### config.mk
export PLATFORM = sky130hd
export DESIGN_NAME = if_fetch_stage
export DESIGN_NICKNAME = d
export VERILOG_FILES = /design/src/rtl/if_fetch_stage.sv
export SDC_FILE = /design/constraint.sdc
export NUM_CORES = 1
export LEC_CHECK = 0
export BUFFER_PORTS_ARGS = -buffer_cell sky130_fd_sc_hd__buf_2
export CORE_MARGIN = 3
export CORE_UTILIZATION = 45
export DETAILED_ROUTE_END_ITERATION = 10
export MAX_ROUTING_LAYER = met4
export PLACE_DENSITY = 0.8
export REMOVE_ABC_BUFFERS = 1
export SYNTH_ARGS = -nofsm -noshare
export SYNTH_HDL_FRONTEND = slang
export SYNTH_SLANG_ARGS = --single-unit
### constraint.sdc
create_clock -name clk -period 4 [get_ports clk]
set_input_delay 0.4 -clock clk [delete_from_list [all_inputs] [get_ports clk]]
set_output_delay 0.4 -clock clk [all_outputs]
set_load 0.01 [all_outputs]
### src/rtl/if_fetch_stage.sv
// Instruction-fetch stage: owns the PC, fetches over a req/ack handshake, feeds the IF/ID register.
// A one-entry skid buffer absorbs a return that lands during a decode stall.
module if_fetch_stage #(
   parameter logic [31:0] RESET_PC = 32'h0000_0000
) (
   input  logic        clk,
   input  logic        rst,
   input  logic        stall,
   input  logic        branch_taken,
   input  logic [31:0] branch_target,
   input  logic        jump,
   input  logic [31:0] jump_addr,
   output logic        imem_req,
   output logic [31:0] imem_addr,
   input  logic        imem_ack,
   input  logic [31:0] imem_rdata,
   output logic [31:0] instr_out,
   output logic [31:0] pc4_out,
   output logic        valid_out
);

   typedef enum logic {S_FETCH, S_DISCARD} state_t;

   state_t      state_q, state_d;
   logic [31:0] fetch_addr_q, fetch_addr_d;
   logic [31:0] redirect_pc_q, redirect_pc_d;
   logic [31:0] ifid_instr_q, ifid_instr_d;
   logic [31:0] ifid_pc4_q, ifid_pc4_d;
   logic        ifid_valid_q, ifid_valid_d;
   logic [31:0] skid_instr_q, skid_instr_d;
   logic [31:0] skid_pc4_q, skid_pc4_d;
   logic        skid_valid_q, skid_valid_d;

   logic        redirect;
   logic [31:0] target;
   logic        accept;
   logic [31:0] acc_pc4;

   assign redirect  = branch_taken | jump;
   assign target    = branch_taken ? branch_target : jump_addr;
   assign imem_req  = rst & (((state_q == S_FETCH) & ~skid_valid_q) | (state_q == S_DISCARD));
   assign imem_addr = fetch_addr_q;
   assign accept    = (state_q == S_FETCH) & imem_req & imem_ack & ~redirect;
   assign acc_pc4   = fetch_addr_q + 32'd4;

   assign instr_out = ifid_instr_q;
   assign pc4_out   = ifid_pc4_q;
   assign valid_out = ifid_valid_q;

   always_comb begin
      state_d       = state_q;
      fetch_addr_d  = fetch_addr_q;
      redirect_pc_d = redirect_pc_q;
      ifid_instr_d  = ifid_instr_q;
      ifid_pc4_d    = ifid_pc4_q;
      ifid_valid_d  = ifid_valid_q;
      skid_instr_d  = skid_instr_q;
      skid_pc4_d    = skid_pc4_q;
      skid_valid_d  = skid_valid_q;

      if (redirect) begin
         ifid_valid_d = 1'b0;
         skid_valid_d = 1'b0;
         if (state_q == S_FETCH) begin
            // An unacked request must keep its address, so park the target until it returns.
            if (imem_req && !imem_ack) begin
               redirect_pc_d = target;
               state_d       = S_DISCARD;
            end else begin
               fetch_addr_d = target;
            end
         end else if (imem_ack) begin
            fetch_addr_d = target;
            state_d      = S_FETCH;
         end else begin
            redirect_pc_d = target;
         end
      end else begin
         if (state_q == S_FETCH) begin
            if (accept) fetch_addr_d = acc_pc4;
         end else if (imem_ack) begin
            fetch_addr_d = redirect_pc_q;
            state_d      = S_FETCH;
         end

         if (!stall) begin
            if (skid_valid_q) begin
               ifid_instr_d = skid_instr_q;
               ifid_pc4_d   = skid_pc4_q;
               ifid_valid_d = 1'b1;
               skid_valid_d = accept;
               if (accept) begin
                  skid_instr_d = imem_rdata;
                  skid_pc4_d   = acc_pc4;
               end
            end else if (accept) begin
               ifid_instr_d = imem_rdata;
               ifid_pc4_d   = acc_pc4;
               ifid_valid_d = 1'b1;
            end else begin
               ifid_valid_d = 1'b0;
            end
         end else if (accept) begin
            skid_instr_d = imem_rdata;
            skid_pc4_d   = acc_pc4;
            skid_valid_d = 1'b1;
         end
      end
   end

   always_ff @(posedge clk) begin
      if (!rst) begin
         state_q       <= S_FETCH;
         fetch_addr_q  <= RESET_PC;
         redirect_pc_q <= '0;
         ifid_instr_q  <= '0;
         ifid_pc4_q    <= '0;
         ifid_valid_q  <= 1'b0;
         skid_instr_q  <= '0;
         skid_pc4_q    <= '0;
         skid_valid_q  <= 1'b0;
      end else begin
         state_q       <= state_d;
         fetch_addr_q  <= fetch_addr_d;
         redirect_pc_q <= redirect_pc_d;
         ifid_instr_q  <= ifid_instr_d;
         ifid_pc4_q    <= ifid_pc4_d;
         ifid_valid_q  <= ifid_valid_d;
         skid_instr_q  <= skid_instr_d;
         skid_pc4_q    <= skid_pc4_d;
         skid_valid_q  <= skid_valid_d;
      end
   end

endmodule

# ---- Word-level counts from Yosys, hierarchy flattened
# Cells that the tools add are included.
dict set report totals {
  register_bits 195
  input_bits 102
  output_inout_bits 98
  wordCells 67
}
dict set report classes {
  addsub 1
  eq_ne 4
  mux 30
  bitwise_logic 12
  reduce_logical 11
}
# cell n
set op_table {}
lappend op_table {{two-way mux 32 bit} 20}
lappend op_table {{adder 32 x 3 -> 32 bit (second input constant)} 1}
lappend op_table {{two-way mux 1 bit} 10}
lappend op_table {{AND reduction 3 bit} 3}
lappend op_table {{nonzero test 2 bit} 3}
lappend op_table {{bitwise AND 1 bit} 5}
lappend op_table {{NOT 1 bit} 5}
lappend op_table {{inequality test 2 bit (second input constant)} 2}
lappend op_table {{inequality test 3 bit (second input constant)} 1}
lappend op_table {{nonzero test 3 bit} 1}
lappend op_table {{inequality test 2 x 1 -> 1 bit (second input constant)} 1}
lappend op_table {{OR 1 bit} 2}
lappend op_table {{AND reduction 2 bit} 1}
lappend op_table {{OR reduction 2 bit} 1}
lappend op_table {{logical AND 1 bit} 1}
lappend op_table {{zero test 1 bit} 1}

# ---- Longest topological paths before layout
# Gate-level depths: netlist of the first run.
dict set report depth {
  depth_word 10
  depth_mapped 9
  mapped_depth_nobuf 6
}

# ---- Least setup slack after synthesis of the first run
# OpenSTA, ideal clock, no wires.
dict set report synth_path {
  path_kind {register to register}
  start {reg fetch_addr_q[2] (netlist: imem_addr[2])}
  end {reg fetch_addr_q[30] (netlist: imem_addr[30])}
  setup_ns 0.074
  arrival_time_ns 2.256
  required_time_ns 3.926
  setup_slack_ns 1.670
  path_stages_with_launch 8
  n_path_buf 1
  synth_period_minus_slack_ns 2.330
  cell_sequence {dfxtp_1 -> ha_1 -> and3_1 -> clkbuf_2 -> nand3_1 -> or4_4 -> or4_1 -> a31oi_1}
}
dict set report synth_via {
  elab_chain_cells 4
}
# item line_no
set synth_lines {}
lappend synth_lines {{from (decl)} 25} ;# logic [31:0] fetch_addr_q, fetch_addr_d;
lappend synth_lines {{from (signal assigned)} 124} ;# fetch_addr_q <= fetch_addr_d;
lappend synth_lines {{adder 32 x 3 -> 32 bit} 44} ;# assign acc_pc4 = fetch_addr_q + 32'd4;
lappend synth_lines {{two-way mux 32 bit} 80} ;# if (accept) fetch_addr_d = acc_pc4;
lappend synth_lines {{two-way mux 32 bit} 79} ;# if (state_q == S_FETCH) begin
lappend synth_lines {{two-way mux 32 bit} 61} ;# if (redirect) begin
# No other way between the ends. The select of a mux whose other input is x is not followed.
# A chain may end at the register's enable or synchronous reset.

# ---- Final worst setup path of the first run
dict set report layout_path {
  start {reg skid_valid_q}
  end {reg skid_instr_q[27]}
}
dict set report layout_via {
  elab_chain_cells 10
  word_cells_on_any_way 12
  cone_classes {mux: 3; bitwise: 7; reduce/logical: 2}
}
# item line_no
set layout_lines {}
lappend layout_lines {{from (decl)} 32} ;# logic skid_valid_q, skid_valid_d;
lappend layout_lines {{from (signal assigned)} 131} ;# skid_valid_q <= skid_valid_d;
lappend layout_lines {{NOT 1 bit} 41} ;# assign imem_req = rst & (((state_q == S_FETCH) & ~skid_valid_q) | (state_q == S_DISCARD));
lappend layout_lines {{bitwise AND 1 bit} 41}
lappend layout_lines {{OR 1 bit} 41}
lappend layout_lines {{bitwise AND 1 bit} 41}
lappend layout_lines {{bitwise AND 1 bit (3 in series)} 43} ;# assign accept = (state_q == S_FETCH) & imem_req & imem_ack & ~redirect;
lappend layout_lines {{two-way mux 32 bit (3 in series)} --}
lappend layout_lines {{to (signal assigned)} 129} ;# skid_instr_q <= skid_instr_d;
lappend layout_lines {{to (decl)} 30} ;# logic [31:0] skid_instr_q, skid_instr_d;
# Several ways; a longest one is shown, not always the timed one. The select of a mux whose other input is x is not followed.

==> summary.txt, run 1 <==
Place
  – Setup slack at placement: 1.09 ns
  – Number of buffers added on ports: 199
  – DP HPWL: 17,900 µm
  – Routability cong.: 0.889

GRT
  – Global-route wire length before repair: approximately 40,000 µm
  – Vias in the first global route: around 7.9k
  – Largest net degree at the start of global routing: 73
  – Gr usage total: 0.230
  – Initial antenna violation count: 1
  – GRT overflow: 0

STA
  – RSZ-0062 raised after global routing: no
  – Setup violators final: 0
  – Final WS setup: 1.14 ns
  – Slew Limit Fails: 0
  – Crit path time final: 2.86 ns
  – Worst clock skew: about 0.01 ns
  – Relative slew margins: 0.231
  – Hold Vio Cnt, Final: 0
  – Worst Tran Pin Value: 1.14 ns
  – Fmax achieved: about 0.35 GHz
  – Setup TNS Final: 0 ns
  – Final critical-path share of the clock period: 0.715

Flow run
  – Max Cap Viol: 0

Power
  – Tot Pwr: 4440 µW
  – Lkg Pwr: 0.00430 µW
  – Maximum vdd ir drop: 0.247 mV
  – Pwr/cell area: 401 nW/µm²

Layout
  – Layout area overhead: 18.3%
  – Final Util: 0.545
  – Share of layout cells above drive strength 1: 0.204
  – NumNets Final: 1,382

Detailed routing
  – Drt first pass iters: 6
  – Wire per inst: 16.9 µm
  – Via count: 8,984
  – Antenna Violating Nets Remaining: 0
  – Post-DR vias/cell: 5.75
  – DRT iter0 DRCs: about 630
  – Routed Wire Length: 26,500 µm
  – DRC Markers: 0

Clock tree
  – Total CTS buffers: 17
  – Root buffer cell: clkbuf_16
  – Post-CTS setup buffer count: 0
  – CTS Buffer Depth: 2
  – CTS Sinks: ~200
  – Worst-Skew Late Latency: 0.43 ns
  – Post_cts resized: 0
  – CTS tree: built
  – H-tree depth: 4
  – Clock-pin slew on the worst setup and hold paths: approximately 0.08 ns
  – CTS Hold Buffers Added: 0

Synthesis
  – Yosys top cell area share: 0.418
  – Area contributors post-synth: dfxtp_1 (42%), mux2i_1 (6.7%), a21oi_1 (6.4%), nand2_1 (5.5%), a211oi_1 (4.3%)
  – Synth Cell Area: 9350 µm²
  – Mean post-synth cell area: 8.10 µm²
  – Asr flop ratio synth: 0
  – Sequential area share after synthesis: 0.418
  – Top_reg_cell synth: dfxtp_1
  – Distinct cell type count of the synthesized netlist: 58
  – Ys Warns: 0
  – Synthesized flop and latch total: between 150 and 200
  – Post-synth EDFFs: 0
  – Cell taking the most area after synthesis: dfxtp_1
  – Syn Inst Count: 1,154

Die
  – Area of the die: ~23,000 µm²
  – Row count: 52
  – IO Count: 200
  – Die Span X: 150 µm
  – Initial Util: 0.461
  – Core ar.: 20,300 µm²
  – Die Ht: ~150 µm

Worst setup path
  – CP Class: reg2reg
  – Critical Path End Type: flip-flop
  – Data required, critical path: 4.36 ns
  – Worst Setup Start Kind: flip-flop
  – Crit-path max FO: between 40 and 50
  – Worst Path Arrival: between 3 and 4 ns

Run status
  – Status: complete, no violations

Min path
  – Hold WC Path Type: in2reg
-- logic make-up (layout without fill, tap and decap cells) --
group | after synthesis | count (layout) | share of synthesized area
other cells | 0 | 1 | 0
fa+ha+maj | 1 | 1 | 0.00134
compound gates | 334 | 334 | 0.221
flops | 195 | 195 | 0.418
mux | 63 | 63 | 0.0674
buf+inv | 117 | 255 | 0.0494
xor+xnor | 27 | 27 | 0.0253
simple gates | 417 | 417 | 0.218
-- through the flow --
step	hold slack [ns]	instances	instance area (µm²)
floorplan	0.436	1043	8910
global placement	0.440	1530	10400
detailed placement	0.445	1530	10400
CTS	0.192	1562	11100
global route	0.195	1563	11100
finish	0.205	1563	11100
-- cell usage after synthesis (4+ instances only) --
cell type / instances
dfxtp_1: 195
nand2_1: 137
a21oi_1: 120
nor2_1: 107
clkbuf_1: 86
o21ai_0: 68
mux2i_1: 63
a211oi_1: 54
nand3_1: 38
nor3_1: 23
nand2b_1: 22
a311oi_1: 21
and3b_1: 20
xnor2_1: 19
o22ai_1: 16
buf_1: 13
nand3b_1: 12
and3_1: 10
nand4_1: 8
o211ai_1: 8
o21a_1: 8
or3_1: 8
xor2_1: 8
o221ai_1: 7
and4_1: 6
a22oi_1: 5
a31oi_1: 5
buf_2: 5
nor4_1: 5
clkbuf_2: 4
inv_1: 4
nor4b_1: 4
o31a_1: 4
or4_1: 4
-- registers in the layout, indices dropped and copies added, names as in the netlist --
name	count
imem_addr	32
instr_out	32
pc4_out	32
redirect_pc_q	32
skid_instr_q	32
skid_pc4_q	32
skid_valid_q	1
state_q	1
valid_out	1
-- cell usage in the layout, fill, tap and decap left out, types with 4 or more instances in the layout --
cell | netlist | routed
a311oi_1 | 21 | 21
bufinv_16 | 0 | 4
xor2_1 | 8 | 8
nand2_1 | 137 | 137
inv_1 | 4 | 4
o21ai_0 | 68 | 68
nand3b_1 | 12 | 12
and3b_1 | 20 | 20
buf_4 | 3 | 18
or4_1 | 4 | 4
xnor2_1 | 19 | 19
dfxtp_1 | 195 | 194
nand2b_1 | 22 | 22
o21a_1 | 8 | 6
buf_2 | 5 | 198
and3_1 | 10 | 10
and4_1 | 6 | 6
nor2_1 | 107 | 106
o221ai_1 | 7 | 7
nand4_1 | 8 | 8
nand3_1 | 38 | 38
nor3_1 | 23 | 21
nor4_1 | 5 | 5
o22ai_1 | 16 | 16
o211ai_1 | 8 | 8
a31oi_1 | 5 | 5
nor4b_1 | 4 | 4
inv_6 | 0 | 6
or3_1 | 8 | 7
mux2i_1 | 63 | 63
a211oi_1 | 54 | 54
a21oi_1 | 120 | 120
o31a_1 | 4 | 4
a22oi_1 | 5 | 5
clkbuf_16 | 0 | 17
-- routing by layer --
layer / part of all wire / vias to the layer above / GRT usage
li1: - / 4413 / -
met1: 0.45 / 4149 / 0.308
met2: 0.45 / 371 / 0.348
met3: 0.075 / 51 / 0.0503
met4: 0.026 / 0 / 0.0737
met5: 0 / - / -
-- power breakdown --
part	switching (µW)	internal (µW)	total (µW)
sequential	72.1	2010	2080
clock	792	1070	1860
combinational	301	198	499
total	1160	3270	4440
-- area by class of cell --
cell class / instances / area (µm²)
clock buffer: 17 / 425
inverter: 6 / 25.0
antenna: 1 / 2.50
sequential: 195 / 3910
clock inverter: 15 / 213
fill: 1944 / 9240
tap: 270 / 338
multi-input combinational: 842 / 5000
timing repair buffer: 217 / 1150
-- final timing paths --
| path | start | to | slack [ns] | cells past startpoint |
|---|---|---|---|---|
| setup / recovery | skid_valid_q | skid_instr_q[27] | 1.14 | 5 |
| hold / removal | imem_rdata[7] | skid_instr_q[7] | 0.20 | 3 |
| hold reg to reg | pc4_out[4] | pc4_out[4] | 0.45 | 2 |
| setup reg to reg | skid_valid_q | skid_instr_q[27] | 1.14 | 5 |
-- critical path, stage by stage, from the launching register on --
cell and delay (ns):
dfxtp_2 0.51, clkinv_1 0.52, o21ai_0 0.58, or3_2 0.85
nand2_1 0.15, a21oi_1 0.17
No activity file was read; power rests on OpenSTA's default activity.
==> inputs of run 2 (changes only) <==
- ABC_AREA: not set -> 1
- PLACE_DENSITY: 0.8 -> 0.82
- clock period: 4 -> 2.5 ns (I/O delays scaled with it)
==> run 2 against run 1 <==
Setup slack got worse by 0.68 ns. Final cell count increased by 26%. Synthesized cell count increased by 33%. Non-clock buffer count increased by 2. Critical path type unchanged. Critical endpoint is now pc4_out[14]. Largest cell class unchanged.
==> summary.txt, run 2 <==
Run status
  – Status: complete, no violations

STA
  – Relative slew margins: 0.223
  – Hold Vio Cnt, Final: 0
  – Setup TNS Final: 0 ns
  – Fmax achieved: 0.490 GHz
  – Slew Limit Fails: 0
  – RSZ-0062 raised after global routing: no
  – Crit path time final: slightly above 2 ns
  – Final critical-path share of the clock period: 0.816
  – Worst clock skew: 0.0101 ns
  – Worst Tran Pin Value: 1.17 ns
  – Setup violators final: 0

Synthesis
  – Fraction of synthesized cell area in xor and xnor cells: 0.00734
  – Top_reg_cell synth: dfxtp_1
  – Multiplexer area fraction after synthesis: 0
  – Post-Synth Adder-Cell Area: 0.00131
  – Most common cell in the netlist: nand2_1
  – Mean post-synth cell area: 6.23 µm²
  – Largest family of logic cells by synthesized area: simple AND/OR/NAND/NOR gates
  – Cell taking the most area after synthesis: dfxtp_1
  – Synth Area in Compound Gates: 0.164
  – Asr flop ratio synth: 0
  – Ys Warns: 0
  – Syn Inst Count: 1,533
  – Synthesized flop and latch total: slightly below 200
  – Yosys top cell area share: 0.409
  – Sequential area share after synthesis: 0.409
  – Post-synth top cells: nand2_1 (488), nor2_1 (260), dfxtp_1 (195)
  – Synth Cell Area: 9550 µm²
  – Post-synth EDFFs: 0
  – Distinct cell type count of the synthesized netlist: 27
  – Area contributors post-synth: dfxtp_1 (41%), nand2_1 (19%), nor2_1 (10%), o21ai_0 (9.5%), a21oi_1 (5.7%)
  – Synth Area in Simple Gates: 0.322

GRT
  – GRT overflow: 0
  – Largest net degree at the start of global routing: 126
  – Initial antenna violation count: 1
  – Vias in the first global route: about 8.3k
  – Gr usage total: 0.228
  – Global-route wire length before repair: 41,200 µm

Layout
  – Most common cell after layout, fill and taps aside: nand2_1
  – NumNets Final: 1,786
  – Share of layout cells above drive strength 1: 0.159
  – Layout area overhead: 18.3%
  – Final Util: 0.549
  – Most frequent cells in the layout: nand2_1 (488), nor2_1 (260), buf_2 (198)

Power
  – Maximum vdd ir drop: 0.435 mV
  – Lkg Pwr: around 0.0055 µW
  – Pwr/cell area: just over 600 nW/µm²

Worst setup path
  – CP Class: reg2reg
  – Slowest CP cell: dfxtp_1
  – CP peak stage delay: 0.47 ns
  – Cell chain of the critical path: ha_1 -> nand2_1 -> nor2_1 -> nand2_1 -> nor2_1 -> xor2_1 -> a21oi_1 -> nor2_1
  – Worst Path Arrival: 2.41 ns
  – Most used cell, CP: nor2_1
  – Data required, critical path: approximately 2.9 ns
  – Worst Setup Start Kind: flip-flop
  – Crit-path max FO: 8
  – Reg2reg end: pc4_out[14]
  – Crit. Startpoint: imem_addr[2]
  – R2r startpoint: imem_addr[2]
  – Setup slack, reg-to-reg: around 0.46 ns
  – Worst Path Buf+Inv: 0
  – Critical Path End: pc4_out[14]
  – Levels on crit path: 8
  – Critical Path End Type: flip-flop
  – FF-to-FF path depth: 8
  – CP top delay family: simple AND/OR/NAND/NOR gates

Clock tree
  – Post_cts resized: 0
  – CTS Buffer Depth: 2
  – Clock-pin slew on the worst setup and hold paths: 0.08 ns
  – H-tree depth: 4
  – CTS tree: built
  – Total CTS buffers: 17
  – Root buffer cell: clkbuf_16
  – CTS Hold Buffers Added: 0
  – CTS Sinks: between 150 and 200
  – Post-CTS setup buffer count: 0
  – Worst-Skew Late Latency: 0.44 ns

Detailed routing
  – Via count: 9,624
  – Drt first pass iters: 6
  – DRT iter0 DRCs: 757
  – Antenna Violating Nets Remaining: 0
  – Routed Wire Length: 25,900 µm
  – Wire per inst: 13.2 µm
  – DRC Markers: 0
  – Post-DR vias/cell: 4.89

Min path
  – Hold WC Path Type: in2reg
  – Hold Crit Start: imem_rdata[8]

Die
  – Die Ht: 152 µm
  – Area of the die: 23,000 µm²
  – Row count: 52
  – IO Count: 200
  – Die Span X: between 150 and 200 µm
  – Initial Util: 0.464
  – Core ar.: slightly above 20,000 µm²

Flow run
  – Max Cap Viol: 0

Place
  – DP HPWL: around 18,000 µm
  – Routability cong.: 0.918
  – Number of buffers added on ports: 199
==> run 2: cell types whose count changed in the layout (fill, tap and decap cells not counted), moves of 21 or more <==
cell,delta
a211oi_1,-54
a311oi_1,-21
inv_1,+131
mux2i_1,-63
nand2_1,+351
nand2b_1,-22
nor2_1,+154
nor3_1,-21
o21ai_0,+113
==> run 2: logic make-up after synthesis <==
kind of cell	after synthesis
compound gates	302
xor+xnor	8
fa+ha+maj	1
buf+inv	231
flops	195
simple gates	796
==> run 2: how the worst min path moves through the flow <==
stage	end	slack, ns	depth (start not counted)
2_1_floorplan	pc4_out[19]	0.37	2
3_3_place_gp	redirect_pc_q[21]	0.43	2
3_5_place_dp	redirect_pc_q[24]	0.44	2
4_1_cts	skid_instr_q[8]	0.03	3
5_1_grt	skid_instr_q[0]	0.06	3
6_report	skid_instr_q[8]	0.05	3
==> run 2: routing by layer <==
metal	global-route usage	vias to the layer above	wire length, µm
met5	-	-	0
met4	0.0638	0	430
met3	0.0461	32	2050
met2	0.355	330	11700
met1	0.303	4195	11700
li1	-	5067	-
==> run 2: power breakdown <==
group	leakage, µW	internal [µW]	switching [µW]
Combinational	0.00362	286	517
Sequential	0.00159	3220	115
Clock	0.000305	1530	1330
Total	0.00551	5040	1960
==> run 2: area by class of cell <==
| cell class | instances | area, µm² |
|---|---|---|
| Fill cell | 2038 | 9270 |
| Multi-Input combinational cell | 1107 | 4740 |
| Sequential cell | 195 | 3910 |
| Timing Repair Buffer | 219 | 1160 |
| Inverter | 143 | 537 |
| Clock buffer | 17 | 425 |
| Tap cell | 270 | 338 |
| Clock inverter | 15 | 189 |
| Antenna cell | 1 | 2.50 |
==> run 2: through the flow <==
stage / worst slack, ns / power (µW) / cells / instance area [µm²] / hold WS, ns
floorplan: -3.18 / 3830 / 1445 / 9160 / 0.373
global placement: 0.573 / 4190 / 1934 / 10700 / 0.433
detailed placement: 0.531 / 4200 / 1934 / 10700 / 0.439
CTS: 0.512 / 7050 / 1966 / 11300 / 0.0337
global route: 0.233 / 7300 / 1967 / 11300 / 0.0603
finish: 0.460 / 7000 / 1967 / 11300 / 0.0469
==> run 2: tightest hold or removal path, cell delays in order <==
cell    delay [ns]
buf_2         0.09
nor2_1        0.04
nor2_1        0.08
